$ cat config.mk
export PLATFORM = sky130hd
export DESIGN_NAME = inst_fetch_queue_flat
export DESIGN_NICKNAME = d
export VERILOG_FILES = /design/src/rtl/inst_fetch_queue_pkg.sv /design/src/rtl/inst_fetch_queue_if.sv /design/src/rtl/inst_fetch_queue_fifo.sv /design/src/rtl/inst_fetch_queue.sv /design/src/flat_wrapper.sv
export SDC_FILE = /design/constraint.sdc
export NUM_CORES = 1
export LEC_CHECK = 0
export ABC_AREA = 1
export ABC_CLOCK_PERIOD_IN_PS = 13550
export BUFFER_PORTS_ARGS = -buffer_cell sky130_fd_sc_hd__buf_2
export CORE_ASPECT_RATIO = 0.75
export CORE_MARGIN = 2
export CORE_UTILIZATION = 51
export DETAILED_ROUTE_END_ITERATION = 6
export PLACE_DENSITY = 0.73
export SYNTH_ARGS = -nofsm -noshare
export SYNTH_HDL_FRONTEND = slang
export SYNTH_SLANG_ARGS = --single-unit
$ cat constraint.sdc
create_clock -name clk -period 13.55 [get_ports clk]
set_clock_uncertainty 0.05 [all_clocks]
set_input_delay 0 -clock clk [delete_from_list [all_inputs] [get_ports clk]]
set_output_delay 0 -clock clk [all_outputs]
set_load 0.02 [all_outputs]
$ cat src/rtl/inst_fetch_queue_pkg.sv
// Shared fetch definitions: FSM encodings, fetch constants and the FIFO entry layout.
package fetch_defs;
  typedef enum logic {FETCH = 1'b0, HOLD = 1'b1} fetch_state_e;

  localparam int          BYTES_PER_INST = 4;
  localparam logic [31:0] PC_STEP        = 32'h4;

  typedef struct packed {
    logic [31:0] pc;
    logic [31:0] inst;
  } fetch_entry_t;
endpackage

$ cat src/rtl/inst_fetch_queue_if.sv
// Fetch-stage bus: byte-wide imem port, redirect from the datapath, decode handshake.
interface inst_fetch_queue_if #(parameter int IMEM_AW = 5);
  logic [IMEM_AW-1:0] imem_addr;
  logic [7:0]         imem_rdata;
  logic               redirect_valid;
  logic [31:0]        redirect_pc;
  logic               inst_valid;
  logic [31:0]        inst;
  logic [31:0]        inst_pc;
  logic               inst_ready;

  modport master (output imem_addr, inst_valid, inst, inst_pc,
                  input  imem_rdata, redirect_valid, redirect_pc, inst_ready);
  modport slave  (input  imem_addr, inst_valid, inst, inst_pc,
                  output imem_rdata, redirect_valid, redirect_pc, inst_ready);
endinterface

$ cat src/rtl/inst_fetch_queue_fifo.sv
// Circular buffer of {pc, inst} entries with flush; head is read straight from storage.
module fetch_fifo
  import fetch_defs::*;
#(
  parameter int DEPTH = 2
) (
  input  logic         clk,
  input  logic         rst,
  input  logic         i_flush,
  input  logic         i_push,
  input  logic         i_pop,
  input  fetch_entry_t i_data,
  output fetch_entry_t o_head,
  output logic         o_full,
  output logic         o_empty
);
  localparam int PW = $clog2(DEPTH);
  localparam logic [PW:0] CNT_ONE = (PW+1)'(1);

  fetch_entry_t   r_mem [DEPTH];
  logic [PW-1:0]  r_wr_ptr, r_rd_ptr;
  logic [PW:0]    r_count;
  logic           w_push, w_pop;

  assign o_full  = (r_count == (PW+1)'(DEPTH));
  assign o_empty = (r_count == '0);
  assign o_head  = r_mem[r_rd_ptr];
  assign w_push  = i_push && (!o_full || w_pop);
  assign w_pop   = i_pop && !o_empty;

  always_ff @(posedge clk or posedge rst) begin
    if (rst) begin
      r_wr_ptr <= '0;
      r_rd_ptr <= '0;
      r_count  <= '0;
      for (int i = 0; i < DEPTH; i++) r_mem[i] <= '0;
    end else if (i_flush) begin
      // Keep the read pointer so the head outputs hold their last value.
      r_wr_ptr <= r_rd_ptr;
      r_count  <= '0;
    end else begin
      if (w_push) begin
        r_mem[r_wr_ptr] <= i_data;
        r_wr_ptr        <= r_wr_ptr + PW'(1);
      end
      if (w_pop) r_rd_ptr <= r_rd_ptr + PW'(1);
      case ({w_push, w_pop})
        2'b10:   r_count <= r_count + CNT_ONE;
        2'b01:   r_count <= r_count - CNT_ONE;
        default: r_count <= r_count;
      endcase
    end
  end
endmodule

$ cat src/rtl/inst_fetch_queue.sv
// Byte-serial instruction fetch: assembles big-endian words, tags with PC, queues for decode.
module inst_fetch_queue
  import fetch_defs::*;
#(
  parameter logic [31:0] RESET_PC = 32'h0,
  parameter int          DEPTH    = 2,
  parameter int          IMEM_AW  = 5
) (
  input  logic                clk,
  input  logic                rst,
  inst_fetch_queue_if.master  bus
);
  localparam logic [1:0] LAST_BYTE = 2'(BYTES_PER_INST - 1);

  fetch_state_e r_state, w_state_nxt;
  logic [31:0]  r_fetch_pc, w_fetch_pc_nxt;
  logic [1:0]   r_byte_cnt, w_byte_cnt_nxt;
  logic [23:0]  r_asm;
  logic [31:0]  r_stage;
  logic [31:0]  w_word;
  logic         w_push, w_pop, w_space, w_stage_ld, w_full, w_empty;
  fetch_entry_t w_push_data, w_head;

  assign w_word  = {r_asm, bus.imem_rdata};
  assign w_pop   = !w_empty && bus.inst_ready && !bus.redirect_valid;
  assign w_space = !w_full || w_pop;

  assign bus.imem_addr  = r_fetch_pc[IMEM_AW-1:0] + IMEM_AW'(r_byte_cnt);
  assign bus.inst_valid = !w_empty;
  assign bus.inst       = w_head.inst;
  assign bus.inst_pc    = w_head.pc;

  always_comb begin
    w_state_nxt    = r_state;
    w_fetch_pc_nxt = r_fetch_pc;
    w_byte_cnt_nxt = r_byte_cnt;
    w_push         = 1'b0;
    w_stage_ld     = 1'b0;
    w_push_data    = '{pc: r_fetch_pc, inst: w_word};
    if (bus.redirect_valid) begin
      w_state_nxt    = FETCH;
      w_fetch_pc_nxt = bus.redirect_pc & ~32'h3;
      w_byte_cnt_nxt = '0;
    end else begin
      case (r_state)
        FETCH: begin
          if (r_byte_cnt == LAST_BYTE) begin
            if (w_space) begin
              w_push         = 1'b1;
              w_fetch_pc_nxt = r_fetch_pc + PC_STEP;
              w_byte_cnt_nxt = '0;
            end else begin
              // Byte counter stays at the last byte so imem_addr is frozen in HOLD.
              w_stage_ld  = 1'b1;
              w_state_nxt = HOLD;
            end
          end else begin
            w_byte_cnt_nxt = r_byte_cnt + 2'd1;
          end
        end
        HOLD: begin
          w_push_data.inst = r_stage;
          if (w_space) begin
            w_push         = 1'b1;
            w_fetch_pc_nxt = r_fetch_pc + PC_STEP;
            w_byte_cnt_nxt = '0;
            w_state_nxt    = FETCH;
          end
        end
        default: w_state_nxt = FETCH;
      endcase
    end
  end

  always_ff @(posedge clk or posedge rst) begin
    if (rst) begin
      r_state    <= FETCH;
      r_fetch_pc <= RESET_PC & ~32'h3;
      r_byte_cnt <= '0;
      r_asm      <= '0;
      r_stage    <= '0;
    end else begin
      r_state    <= w_state_nxt;
      r_fetch_pc <= w_fetch_pc_nxt;
      r_byte_cnt <= w_byte_cnt_nxt;
      // Memory data is only meaningful while fetching.
      if (r_state == FETCH) r_asm <= w_word[23:0];
      if (w_stage_ld)       r_stage <= w_word;
    end
  end

  fetch_fifo #(.DEPTH(DEPTH)) u_fifo (
    .clk     (clk),
    .rst     (rst),
    .i_flush (bus.redirect_valid),
    .i_push  (w_push),
    .i_pop   (w_pop),
    .i_data  (w_push_data),
    .o_head  (w_head),
    .o_full  (w_full),
    .o_empty (w_empty)
  );
endmodule

$ cat src/flat_wrapper.sv
// flat-port wrapper written by rule: the top's interface ports become plain ports
module inst_fetch_queue_flat import fetch_defs::*;
#(
  parameter logic [31:0] RESET_PC = 32'h0,
  parameter int          DEPTH    = 2,
  parameter int          IMEM_AW  = 5
)
  (clk, rst, bus_imem_addr, bus_inst_valid, bus_inst, bus_inst_pc, bus_imem_rdata, bus_redirect_valid, bus_redirect_pc, bus_inst_ready);
  inst_fetch_queue_if #(.IMEM_AW(IMEM_AW)) bus_i ();
  input  logic clk;
  input  logic rst;
  output wire logic [$bits(bus_i.imem_addr)-1:0] bus_imem_addr;
  output wire logic [$bits(bus_i.inst_valid)-1:0] bus_inst_valid;
  output wire logic [$bits(bus_i.inst)-1:0] bus_inst;
  output wire logic [$bits(bus_i.inst_pc)-1:0] bus_inst_pc;
  input wire logic [$bits(bus_i.imem_rdata)-1:0] bus_imem_rdata;
  input wire logic [$bits(bus_i.redirect_valid)-1:0] bus_redirect_valid;
  input wire logic [$bits(bus_i.redirect_pc)-1:0] bus_redirect_pc;
  input wire logic [$bits(bus_i.inst_ready)-1:0] bus_inst_ready;
  assign bus_imem_addr = bus_i.imem_addr;
  assign bus_inst_valid = bus_i.inst_valid;
  assign bus_inst = bus_i.inst;
  assign bus_inst_pc = bus_i.inst_pc;
  assign bus_i.imem_rdata = bus_imem_rdata;
  assign bus_i.redirect_valid = bus_redirect_valid;
  assign bus_i.redirect_pc = bus_redirect_pc;
  assign bus_i.inst_ready = bus_inst_ready;
  inst_fetch_queue #(.RESET_PC(RESET_PC), .DEPTH(DEPTH), .IMEM_AW(IMEM_AW)) u_core (.clk(clk), .rst(rst), .bus(bus_i));
endmodule
==> flow_metrics.tcl <==
set metrics [dict create \
    drc 1 \
    max_stage_delay_ps 820 \
    setup_tns_ps 0 \
    ys_ff_latch 217 \
    cap_violations 0 \
    cts_setup_buffers 0 \
    drtIter0Drc 773 \
    die_x_um 168 \
    yosysUniqueCellTypes 33 \
    worst_pin_slew_ps 1110 \
    cts_sinks 217 \
    max-slew-margin-rel_pct 25.7 \
    finalHoldViolCount 0 \
    status "finished with violations" \
    async_flop_share_pct 100 \
    wire_per_inst_um 14.6 \
    fmax_mhz 300 \
    antenna_left 0 \
    slew_viol_final 0 \
    grt_pass1_wl_um 41900 \
    violations "DRC" \
    slowest_stage "buf_4" \
    clk_latency_ps 500 \
    io_pins 114 \
    routabilityCongestion 0.934 \
    synthCells 1346 \
    start_util_pct 51.5 \
    grt_pass1_vias 8323 \
    clk_pin_slew_ps 60 \
    end_kind "flop" \
    die_h_um 127 \
    multi_input_area_mm2 0.00400 \
    num_antenna_cells 0 \
    n_fill_cell 1780 \
    final_net_count 1515 \
    vias_per_cell 5.13 \
    row_count 45 \
    num_vias 8940 \
    die_area_mm2 0.0214 \
    wirelength_um 25400 \
    synth_edf_count 0 \
    rsz0062_at_grt "false" \
    crit_required_ps 13910 \
    crit_arrival_ps 3690 \
    path_cells "dlygate4sd3_1 -> buf_2 -> inv_4 -> nand3_4 -> nand2_2 -> nand3_4 -> nor2_4 -> buf_4 -> inv_1 -> o21ai_0" \
    synth_flop_cell "dfrtp_1" \
    final-setup-viol-count 0 \
    firstDrtPassIters 7 \
    peakVddDrop_mv 0.147 \
    h-tree-depth 1 \
    cts_tree "built" \
    portBuffers 109 \
    syn_avg_cell_area_um2 7.66 \
    syn_area_mm2 0.0103 \
    ys_seq_area_share_pct 52.6 \
    cts_resized 0 \
    start_kind "input port" \
    cp_common_cell "nand3_4" \
    leakagePower_nw 6.13 \
    grt_usage_pct 24.0 \
    cts-buffers-inserted 23 \
    min_path_type "input port to asynchronous set/reset pin" \
    critical_path_class "input port to flop" \
    design.core.area_mm2 0.0200 \
    dpl.hpwl_um 15900 \
    grt-ovfl-total 0 \
    path_max_fanout 89 \
    seqCellArea_mm2 0.00543 \
    synthToLayoutAreaGrowth_pct 17.8 \
    root_buffer "clkbuf_16" \
    final.period_utilization_pct 24.6 \
    power-per-cell-area_mw_per_mm2 215 \
    antenna_found_initial 0 \
    finalCoreUtilization_pct 60.6 \
    min_period_ps 3330 \
    clockBufferDepth 3 \
    drive_above_1_share_pct 11.2 \
    grt_start_max_net_pins 138 \
    synth_warnings 0 \
]
layout by cell type (no fill, tap or decap), drive strengths merged, types with 3 or more instances in the layout:
| master | n |
|---|---|
| xor2 | 10 |
| buf | 116 |
| nand3 | 48 |
| clkinv | 3 |
| nand2 | 498 |
| o211ai | 4 |
| clkbuf | 35 |
| nor2 | 103 |
| dfrtp | 217 |
| o21ai | 208 |
| dlygate4sd3 | 53 |
| inv | 136 |
| a21oi | 35 |
worst max-delay path, delay by kind of cell:
family | cells | cell delay, ps
AO/OA/AOI/OAI | 1 | 250
buffers and inverters | 5 | 2440
AND/OR/NAND/NOR | 4 | 950
final cells by class:
cell class | instances | share of cell area, %
timing repair buffer | 169 | 9.29
inverter | 136 | 4.28
sequential | 217 | 44.7
tap | 258 | 2.66
multi-input combinational | 922 | 32.9
clock inverter | 5 | 0.618
clock buffer | 35 | 5.52
state kept, by name, summed over array words and instances (netlist names):
register	cells
u_core.u_fifo.r_mem	124
u_core.r_stage	32
u_core.r_fetch_pc	30
u_core.r_asm	24
u_core.r_byte_cnt	2
u_core.u_fifo.r_count	2
u_core.r_state	1
u_core.u_fifo.r_rd_ptr	1
u_core.u_fifo.r_wr_ptr	1
cells by family after synthesis:
family / share of synthesized area (%)
fa+ha+maj: 0.243
compound gates: 12.5
buf+inv: 8.60
other cells: 0.0364
flops: 52.6
simple gates: 25.0
xor+xnor: 1.02
timing repair:
action	in CTS	in global routing
hold endpoints to repair	202	0
endpoints found under the setup margin	0	0
hold buffers	53	0
Yosys cell counts, types with 2 or more instances:
cell type / instances / area, um^2
nor2_1: 100 / 375
buf_4: 3 / 22.5
inv_2: 4 / 15.0
inv_1: 131 / 492
nand3_1: 45 / 225
clkbuf_1: 34 / 128
nor2_4: 2 / 22.5
ha_1: 2 / 25.0
a22oi_1: 2 / 15.0
nand3_4: 2 / 35.0
buf_2: 26 / 130
buf_6: 8 / 90.1
o21ai_1: 74 / 370
o211ai_1: 4 / 30.0
o21ai_0: 134 / 671
nand2_2: 3 / 18.8
a31oi_1: 2 / 12.5
dfrtp_1: 217 / 5430
a21oi_1: 35 / 175
xnor2_1: 2 / 17.5
nand2_1: 495 / 1860
xor2_1: 10 / 87.6
per-stage QoR:
step	hold WS (ps)	instance area, um^2	total power, mW	cells	setup slack, ps
after floorplan	82.9	10300	1.69	1347	7560
after global placement	174	10900	1.95	1649	10320
after detailed placement	175	10900	1.98	1649	10280
after CTS	213	12200	2.62	1742	10250
after global routing	249	12200	2.80	1742	9870
final	227	12200	2.61	1742	10220
worst paths after layout:
path / start / endpoint / slack [ps] / cells after the start
max in group asynchronous: rst / u_core.r_stage[27] / 11660 / 4
setup / recovery: bus_redirect_valid / u_core.u_fifo.r_mem[126] / 10220 / 10
setup reg to reg: u_core.u_fifo.r_count[0] / u_core.u_fifo.r_mem[126] / 10490 / 9
hold reg to reg: u_core.u_fifo.r_mem[30] / u_core.u_fifo.r_mem[30] / 420 / 2
min in group clk: bus_redirect_pc[23] / u_core.r_fetch_pc[23] / 240 / 4
hold / removal: rst / u_core.u_fifo.r_mem[35] / 230 / 3
routing by layer:
metal / part of all wire, % / GRT usage (%) / routed length [um] / vias up
met1: 49 / 37.0 / 12500 / 4151
li1: - / - / - / 4444
met2: 42 / 35.7 / 10600 / 296
met5: 0 / 0 / 0 / -
met4: 2.1 / 5.73 / 539 / 0
met3: 7.1 / 3.97 / 1810 / 49
power breakdown:
part	total, mW	internal [mW]	leakage, nW	switching (mW)
sequential	1.07	0.903	2.64	0.169
combinational	0.913	0.307	3.12	0.606
clock	0.624	0.377	0.368	0.247
total	2.61	1.59	6.13	1.02
Power figures use the tool's default switching activity.
